==> src/rtl/sdfm_regmap_pkg.sv <==
// Shared address map, bit positions and helpers for the sigma-delta filter register map.
// Every register is 32 bits wide and word aligned.
package sdfm_regmap_pkg;

  localparam logic [7:0] ADDR_CTL        = 8'h00;
  localparam logic [7:0] ADDR_STAT       = 8'h04;
  localparam logic [7:0] ADDR_IEN        = 8'h08;
  localparam logic [7:0] ADDR_FPARM_BASE = 8'h10;
  localparam logic [7:0] ADDR_FDATA_BASE = 8'h30;

  localparam int CTL_RSTEN    = 0;
  localparam int CTL_CLKEN    = 1;
  localparam int STAT_OVR_LSB = 16;

  function automatic logic [7:0] fparm_addr(input int unsigned ch);
    return ADDR_FPARM_BASE + 8'(ch * 4);
  endfunction

  function automatic logic [7:0] fdata_addr(input int unsigned ch);
    return ADDR_FDATA_BASE + 8'(ch * 4);
  endfunction

  // Bits of STAT/IEN that actually exist for a map with n channels.
  function automatic logic [31:0] flag_mask(input int unsigned n);
    logic [31:0] m;
    m = '0;
    for (int unsigned i = 0; i < n; i++) begin
      m[i]                = 1'b1;
      m[STAT_OVR_LSB + i] = 1'b1;
    end
    return m;
  endfunction

endpackage

==> src/rtl/sdfm_ch_status.sv <==
// One filter channel's capture register with its sticky data-ready and overrun flags.
// A new capture always wins over any clear arriving in the same cycle.
module sdfm_ch_status
  import sdfm_regmap_pkg::*;
(
  input  logic        clk,
  input  logic        rst_n,
  input  logic        data_valid,
  input  logic [31:0] fifo_data,
  input  logic        rd_clr,
  input  logic        w1c_drdy,
  input  logic        w1c_ovr,
  output logic [31:0] fdata,
  output logic        drdy,
  output logic        ovr
);

  logic drdy_clr;

  assign drdy_clr = rd_clr | w1c_drdy;

  // Overrun means unread data is being overwritten; a read in the same cycle consumes it first.
  always_ff @(posedge clk or negedge rst_n) begin
    if (!rst_n) begin
      fdata <= '0;
      drdy  <= 1'b0;
      ovr   <= 1'b0;
    end else begin
      if (data_valid) begin
        fdata <= fifo_data;
      end
      drdy <= data_valid | (drdy & ~drdy_clr);
      ovr  <= (data_valid & drdy & ~drdy_clr) | (ovr & ~w1c_ovr);
    end
  end

endmodule

==> src/rtl/sdfm_regmap.sv <==
// Bus-facing register map for the sigma-delta filter: control, per-channel parameters,
// captured results, write-1-to-clear status and a registered interrupt line.
module sdfm_regmap
  import sdfm_regmap_pkg::*;
#(
  parameter int          NCH       = 4,
  parameter int          DW        = 32,
  parameter logic [31:0] FPARM_RST = 32'h0000_0000
) (
  input  logic              EXTCLK,
  input  logic              EXTRSTn,
  input  logic              WR,
  input  logic              RD,
  input  logic [7:0]        ADDR,
  input  logic [DW-1:0]     WDATA,
  output logic [DW-1:0]     RDATA,
  output logic              reg_rsten,
  output logic              reg_clken,
  output logic [NCH*32-1:0] reg_fparm,
  input  logic [NCH*32-1:0] fifo_data,
  input  logic [NCH-1:0]    data_valid,
  output logic              irq
);

  localparam logic [31:0] IEN_MASK = flag_mask(NCH);

  logic [1:0]              ctl;
  logic [31:0]             ien;
  logic [NCH-1:0][31:0]    fparm;
  logic [NCH-1:0][31:0]    fdata;
  logic [NCH-1:0]          drdy;
  logic [NCH-1:0]          ovr;
  logic [31:0]             stat;
  logic                    hit_ctl;
  logic                    hit_stat;
  logic                    hit_ien;
  logic [NCH-1:0]          hit_fparm;
  logic [NCH-1:0]          hit_fdata;
  logic                    wr_stat;
  logic [31:0]             rd_mux;

  // Exact-match decode against aligned constants, so misaligned or unmapped addresses hit nothing.
  always_comb begin
    hit_ctl   = (ADDR == ADDR_CTL);
    hit_stat  = (ADDR == ADDR_STAT);
    hit_ien   = (ADDR == ADDR_IEN);
    hit_fparm = '0;
    hit_fdata = '0;
    for (int i = 0; i < NCH; i++) begin
      hit_fparm[i] = (ADDR == fparm_addr(i));
      hit_fdata[i] = (ADDR == fdata_addr(i));
    end
  end

  assign wr_stat = WR & hit_stat;

  always_comb begin
    stat = '0;
    stat[NCH-1:0]              = drdy;
    stat[STAT_OVR_LSB +: NCH]  = ovr;
  end

  always_comb begin
    rd_mux = '0;
    if (hit_ctl) begin
      rd_mux[1:0] = ctl;
    end
    if (hit_stat) begin
      rd_mux = stat;
    end
    if (hit_ien) begin
      rd_mux = ien;
    end
    for (int i = 0; i < NCH; i++) begin
      if (hit_fparm[i]) begin
        rd_mux = fparm[i];
      end
      if (hit_fdata[i]) begin
        rd_mux = fdata[i];
      end
    end
  end

  always_ff @(posedge EXTCLK or negedge EXTRSTn) begin
    if (!EXTRSTn) begin
      ctl   <= '0;
      ien   <= '0;
      fparm <= {NCH{FPARM_RST}};
    end else if (WR) begin
      if (hit_ctl) begin
        ctl <= WDATA[CTL_CLKEN:CTL_RSTEN];
      end
      if (hit_ien) begin
        ien <= WDATA & IEN_MASK;
      end
      for (int i = 0; i < NCH; i++) begin
        if (hit_fparm[i]) begin
          fparm[i] <= WDATA;
        end
      end
    end
  end

  // Read data is captured from pre-edge state, so a same-cycle write is not yet visible.
  always_ff @(posedge EXTCLK or negedge EXTRSTn) begin
    if (!EXTRSTn) begin
      RDATA <= '0;
    end else if (RD) begin
      RDATA <= rd_mux;
    end
  end

  always_ff @(posedge EXTCLK or negedge EXTRSTn) begin
    if (!EXTRSTn) begin
      irq <= 1'b0;
    end else begin
      irq <= |(stat & ien);
    end
  end

  for (genvar g = 0; g < NCH; g++) begin : g_ch
    sdfm_ch_status u_ch (
      .clk        (EXTCLK),
      .rst_n      (EXTRSTn),
      .data_valid (data_valid[g]),
      .fifo_data  (fifo_data[32*g +: 32]),
      .rd_clr     (RD & hit_fdata[g]),
      .w1c_drdy   (wr_stat & WDATA[g]),
      .w1c_ovr    (wr_stat & WDATA[STAT_OVR_LSB + g]),
      .fdata      (fdata[g]),
      .drdy       (drdy[g]),
      .ovr        (ovr[g])
    );
  end

  assign reg_rsten = ctl[CTL_RSTEN];
  assign reg_clken = ctl[CTL_CLKEN];
  assign reg_fparm = fparm;

endmodule

==> config.mk <==
export PLATFORM = sky130hd
export DESIGN_NAME = sdfm_regmap
export DESIGN_NICKNAME = d
export VERILOG_FILES = /design/src/rtl/sdfm_regmap_pkg.sv /design/src/rtl/sdfm_ch_status.sv /design/src/rtl/sdfm_regmap.sv
export SDC_FILE = /design/constraint.sdc
export NUM_CORES = 1
export LEC_CHECK = 0
export ABC_AREA = 1
export BUFFER_PORTS_ARGS = -buffer_cell sky130_fd_sc_hd__buf_4
export CORE_MARGIN = 10
export CORE_UTILIZATION = 35
export DETAILED_ROUTE_END_ITERATION = 10
export SLEW_MARGIN = 20
export SYNTH_ARGS = -nofsm -noshare
export SYNTH_HDL_FRONTEND = slang
export SYNTH_HIERARCHICAL = 1
export SYNTH_SLANG_ARGS = --single-unit
==> constraint.sdc <==
create_clock -name EXTCLK -period 1.5 [get_ports EXTCLK]
set_clock_uncertainty 0.1 [all_clocks]
set_input_delay 0.15 -clock EXTCLK [delete_from_list [all_inputs] [get_ports EXTCLK]]
set_output_delay 0.15 -clock EXTCLK [all_outputs]
set_load 0.005 [all_outputs]
# After elaboration in Yosys (flattened, before gate mapping)
# Index checks and enable logic that the tools add are counted.
word_totals:
  wordCells: 99
  register_bits: 307
op_classes:
  reduce_logical: 8
  bitwise_logic: 50
  n_eq_ne: 10
  mux: 11
ops:
  columns: ["op", "n"]
  rows:
  - ["2-to-1 mux 32 bit", 9]
  - ["equality test 8 x 5 -> 1 bit (second input constant)", 4]
  - ["equality test 8 x 6 -> 1 bit (second input constant)", 4]
  - ["OR reduction 32 bit", 1]
  - ["bitwise AND 1 bit", 29]
  - ["bitwise AND 20 bit", 1]
  - ["2-to-1 mux 20 bit", 1]
  - ["OR 1 bit", 12]
  - ["AND reduction 2 bit", 6]
  - ["equality test 8 x 3 -> 1 bit (second input constant)", 1]
  - ["equality test 8 x 4 -> 1 bit (second input constant)", 1]
  - ["zero test 8 bit", 1]
  - ["inverter 1 bit", 8]
  - ["2-to-1 mux 2 bit", 1]

# Logic depth before layout (Yosys ltp)
depth:
  ltp_word: 12
  ltp_mapped: 12
  mapped_depth_nobuf: 11

# Hierarchy
# The synthesis kept the hierarchy.
by_module_without_submodules:
  columns: ["module", "seq_area_each_um2", "area_per_inst_um2", "instances", "cells_each"]
  rows:
  - ["sdfm_regmap", 4279.1, 8584.5, 1, 1122]
  - ["sdfm_ch_status", 850.8, 1388.8, 4, 147]

# Worst setup path after synthesis
# Ideal clock, no wire load.
synth_timing:
  kind: "input to register"
  start: "in ADDR[7]"
  end: "reg fparm, in the netlist reg_fparm[119]"
  arrival_time_ns: 1.229
  path_buffers: 1
  t_required_ns: 1.282
  setup_ns: 0.118
  path_slack_ns: 0.053
  stages: 7
  cell_sequence: "nor2_4 -> nand3_2 -> nor4_4 -> nand2_4 -> buf_6 -> nand2_1 -> o21ai_2"
synth_via:
  elab_chain_cells: 2
synth_rtl:
  columns: ["element", "line", "source"]
  rows:
  - ["start: declaration", "sdfm_regmap.sv:14", "input logic [7:0] ADDR,"]
  - ["equality test 8 x 5 -> 1 bit", "sdfm_regmap.sv:50", "hit_fparm[i] = (ADDR == fparm_addr(i));"]
  - ["AND reduction 2 bit (no source line)", null, null]
  - ["end signal: assignment", "sdfm_regmap.sv:88", "fparm <= {NCH{FPARM_RST}};"]
  - ["end: declaration", "sdfm_regmap.sv:29", "logic [NCH-1:0][31:0] fparm;"]
# No other way between the ends.
# A chain may end at the register's enable or synchronous reset.

# Final worst setup path
layout_timing:
  start: "reg fparm, in the netlist reg_fparm[21]"
  end: "reg RDATA[21]"
layout_via:
  elab_chain_cells: 8
layout_rtl:
  columns: ["element", "line", "source"]
  rows:
  - ["2-to-1 mux 32 bit", "sdfm_regmap.sv:75", "if (hit_fparm[i]) begin"]
  - ["2-to-1 mux 32 bit", "sdfm_regmap.sv:78", "if (hit_fdata[i]) begin"]
  - ["2-to-1 mux 32 bit", "sdfm_regmap.sv:75", null]
  - ["2-to-1 mux 32 bit", "sdfm_regmap.sv:78", null]
  - ["2-to-1 mux 32 bit", "sdfm_regmap.sv:75", null]
  - ["2-to-1 mux 32 bit", "sdfm_regmap.sv:78", null]
  - ["2-to-1 mux 32 bit", "sdfm_regmap.sv:75", null]
  - ["2-to-1 mux 32 bit", "sdfm_regmap.sv:78", null]
  - ["end signal: assignment", "sdfm_regmap.sv:109", "RDATA <= rd_mux;"]
  - ["end: declaration", "sdfm_regmap.sv:16", "output logic [DW-1:0] RDATA,"]
# No other way between the ends.

==> run_results.csv <==
group,metric,value,unit
drt,post-route-drc-count,0,
cells_and_area,num-fill-cells,3720,
timing,setup_viol,0,
setup_path,path_class,"flop to flop",
drt,vias,13900,
timing,fin_ws,0.0581,ns
logic_synthesis,synth_seq_cells,307,
setup_path,worstPathArrival,1.75,ns
timing,grt_setup_unrepaired,"false",
timing,fin_crit_sh,96.1,%
setup_path,r2r_cells,6,
floorplanning,die_area,0.0488,mm2
power_and_ir_drop,p_per_area,952,mW/mm2
timing,relSlewSlack,67.3,%
placed_design,place_congestion,0.938,
placed_design,dp_slack,-0.540,ns
global_routing,antenna_found_initial,2,
run,maxCapViolCount,0,
global_routing,grt_max_degree,73,
timing,worst_pin_slew,0.489,ns
setup_path,crit_fanout,3,
power_and_ir_drop,ir_worst_vdd,0.000601,V
clock_network,clockBufferDepth,3,
logic_synthesis,postSynthCellCount,1710,
clock_network,cts_tree,"done",
logic_synthesis,yosysWarnings,6,
global_routing,grt.total_usage,22.8,%
timing,finalHoldViolations,0,
setup_path,end_kind,"flop",
power_and_ir_drop,leakagePower,0.0109,uW
hold_path,hold_start,"data_valid[0]",
power_and_ir_drop,power,20400,uW
timing,post-route-min-period,1.44,ns
global_routing,grt_pass1_wl,88.0,mm
drt,wirelength,56.8,mm
clock_network,clk_pin_slew,0.06,ns
global_routing,grt-ovfl-total,0,
hold_path,hold_class,"input pin to flop",
timing,slew_viol_final,0,
floorplanning,ios,339,
timing,hold_slack,0.0199,ns
floorplanning,start_util,35.5,%
floorplanning,rows,73,
clock_network,cts_root_buf,"clkbuf_16",
cells_and_area,drive_above_1_share,25.6,%
drt,ant_nets,0,
setup_path,crit_start,"reg_fparm[21]",
clock_network,cts_made_buffers,37,
logic_synthesis,synth_fp_nets,1886,
logic_synthesis,synth_area_per_cell,8.27,um2
setup_path,crit_required,1.80,ns
logic_synthesis,ys_seq_area_share,54.3,%
drt,dr.pass1.iters,5,
floorplanning,coreArea,0.0398,mm2
setup_path,cp-start-kind,"flop",
clock_network,worst_skew_pair.late_latency,0.53,ns
clock_network,htree_num_levels,2,
cells_and_area,syn_to_final_growth,51.8,%
run_status,status,"completed",
hold_path,hold_depth,3,
drt,viasPerCell,4.78,
logic_synthesis,synth.distinct_cells,38,
floorplanning,fp.dieW,221,um
cells_and_area,nets,2534,
placed_design,port_buffers,338,
timing,fmax,694,MHz
placed_design,hpwl,41.8,mm
setup_path,rr_startpoint,"reg_fparm[21]",
floorplanning,die_y,221,um
logic_synthesis,syn_area,0.0141,mm2
global_routing,first_global_vias,14800,
clock_network,cts_num_sinks,307,
drt,wl_per_cell,19.5,um
drt,drt_iter0_markers,989,
==> critical path: stages, from the launching register on <==
cell     delay [ns]
dfrtp_1        0.41
nand2_1        0.08
nand3_1        0.08
nor2_1         0.22
nand4_1        0.17
o21ai_1        0.19
nand2_1        0.07
==> where the power goes <==
| part | leakage (uW) | internal, uW | switching [uW] |
|---|---|---|---|
| Sequential | 0.00399 | 8790 | 414 |
| Combinational | 0.00634 | 1330 | 1200 |
| Clock | 0.000567 | 5180 | 3520 |
| Total | 0.0109 | 15300 | 5130 |
==> cell usage after synthesis, drive strengths merged <==
master,n,area [um2]
a221oi,2,17.5
a22oi,1,7.51
a22o,1,8.76
and2,1,6.26
a21oi,29,145
nor2,85,332
o21a,1,7.51
buf,49,424
clkbuf,39,268
a21o,1,7.51
a211oi,1,7.51
nand4,39,244
dfrtp,307,7680
or2,14,87.6
nor4,1,21.3
clkinv,1,3.75
inv,104,420
o21ai,153,886
nand2,828,3290
nand3,49,250
nor3b,2,15.0
nor3,1,5.00
nand3b,1,7.51
==> cell usage in the layout, fill, tap and decap left out, types with 2 or more instances in the layout <==
cell and n:
nand2_1 756, buf_4 411, dfrtp_1 307, dlygate4sd3_1 264
o21ai_0 107, inv_1 93, nor2_1 79, nand2_2 71
nand3_1 48, nand4_1 39, clkbuf_16 37, o21ai_2 32
a21oi_1 27, buf_12 21, clkbuf_1 15, o21ai_1 14
or2_0 13, inv_2 7, nor2_2 5, clkbuf_8 5
clkinv_2 4, inv_8 4, inv_6 3, diode_2 2
a221oi_1 2, a21oi_2 2, bufinv_16 2
==> final cells by class <==
cell class                      instances  area [um2]  share of cell area, %
Antenna cell                            2        5.00                 0.0233
Multi-Input combinational cell       1210        5370                   25.0
Clock buffer                           57        1050                   4.90
Inverter                              105         424                   1.98
Timing Repair Buffer                  697        6160                   28.7
Tap cell                              525         657                   3.06
Sequential cell                       307        7680                   35.8
Clock inverter                          9         106                  0.496
==> sequential cells by signal, summed over array words and instances, names as in the netlist <==
signal,cells
g_ch.u_ch/drdy,4
g_ch.u_ch/fdata,128
ien,8
ctl,2
irq,1
g_ch.u_ch/ovr,4
reg_fparm,128
RDATA,32
==> cell families (layout without fill, tap and decap cells) <==
family	after synthesis	after routing	synth area share, %
buffers and inverters	193	868	7.89
flip-flops	307	307	54.3
AND/OR/NAND/NOR	1021	1021	30.1
AO/OA/AOI/OAI	189	189	7.69
other	0	2	0
==> timing repair <==
action	in CTS	in global routing
buffers inserted	0	2
gates resized for setup	2	5
hold endpoints to repair	572	0
cloned	0	0
endpoints found under the setup margin	2	5
hold buffers	264	0
==> per-layer routing <==
metal	up-vias	track usage, %	wire length (um)	share of wire [%]
met2	451	38.9	27900	49
met4	0	8.72	2150	3.8
li1	6647	-	-	-
met3	95	5.18	3640	6.4
met1	6719	27.3	23100	41
met5	-	0	0	0
==> through the flow <==
stage / TNS (ns) / area (um2) / instances / util [%]
after floorplan: 0 / 14100 / 1710 / -
final: 0 / 21500 / 2912 / 53.9
after CTS: 0 / 21400 / 2908 / 53.8
after global placement: -35.82 / 17600 / 2578 / 44.2
after detailed placement: -37.04 / 17600 / 2578 / 44.2
after global routing: 0 / 21500 / 2911 / 53.9
==> final timing paths <==
check                      slack (ns)                endpoint
max                              0.06               RDATA[21]
min                              0.02  g_ch[0].u_ch/fdata[28]
max reg2reg                      0.06               RDATA[21]
min reg2reg                      0.37  g_ch[3].u_ch/fdata[24]
max in group asynchronous        0.25  g_ch[1].u_ch/fdata[18]
min in group asynchronous        0.15           reg_fparm[15]
Note: power is estimated with default switching activity, not from simulation.
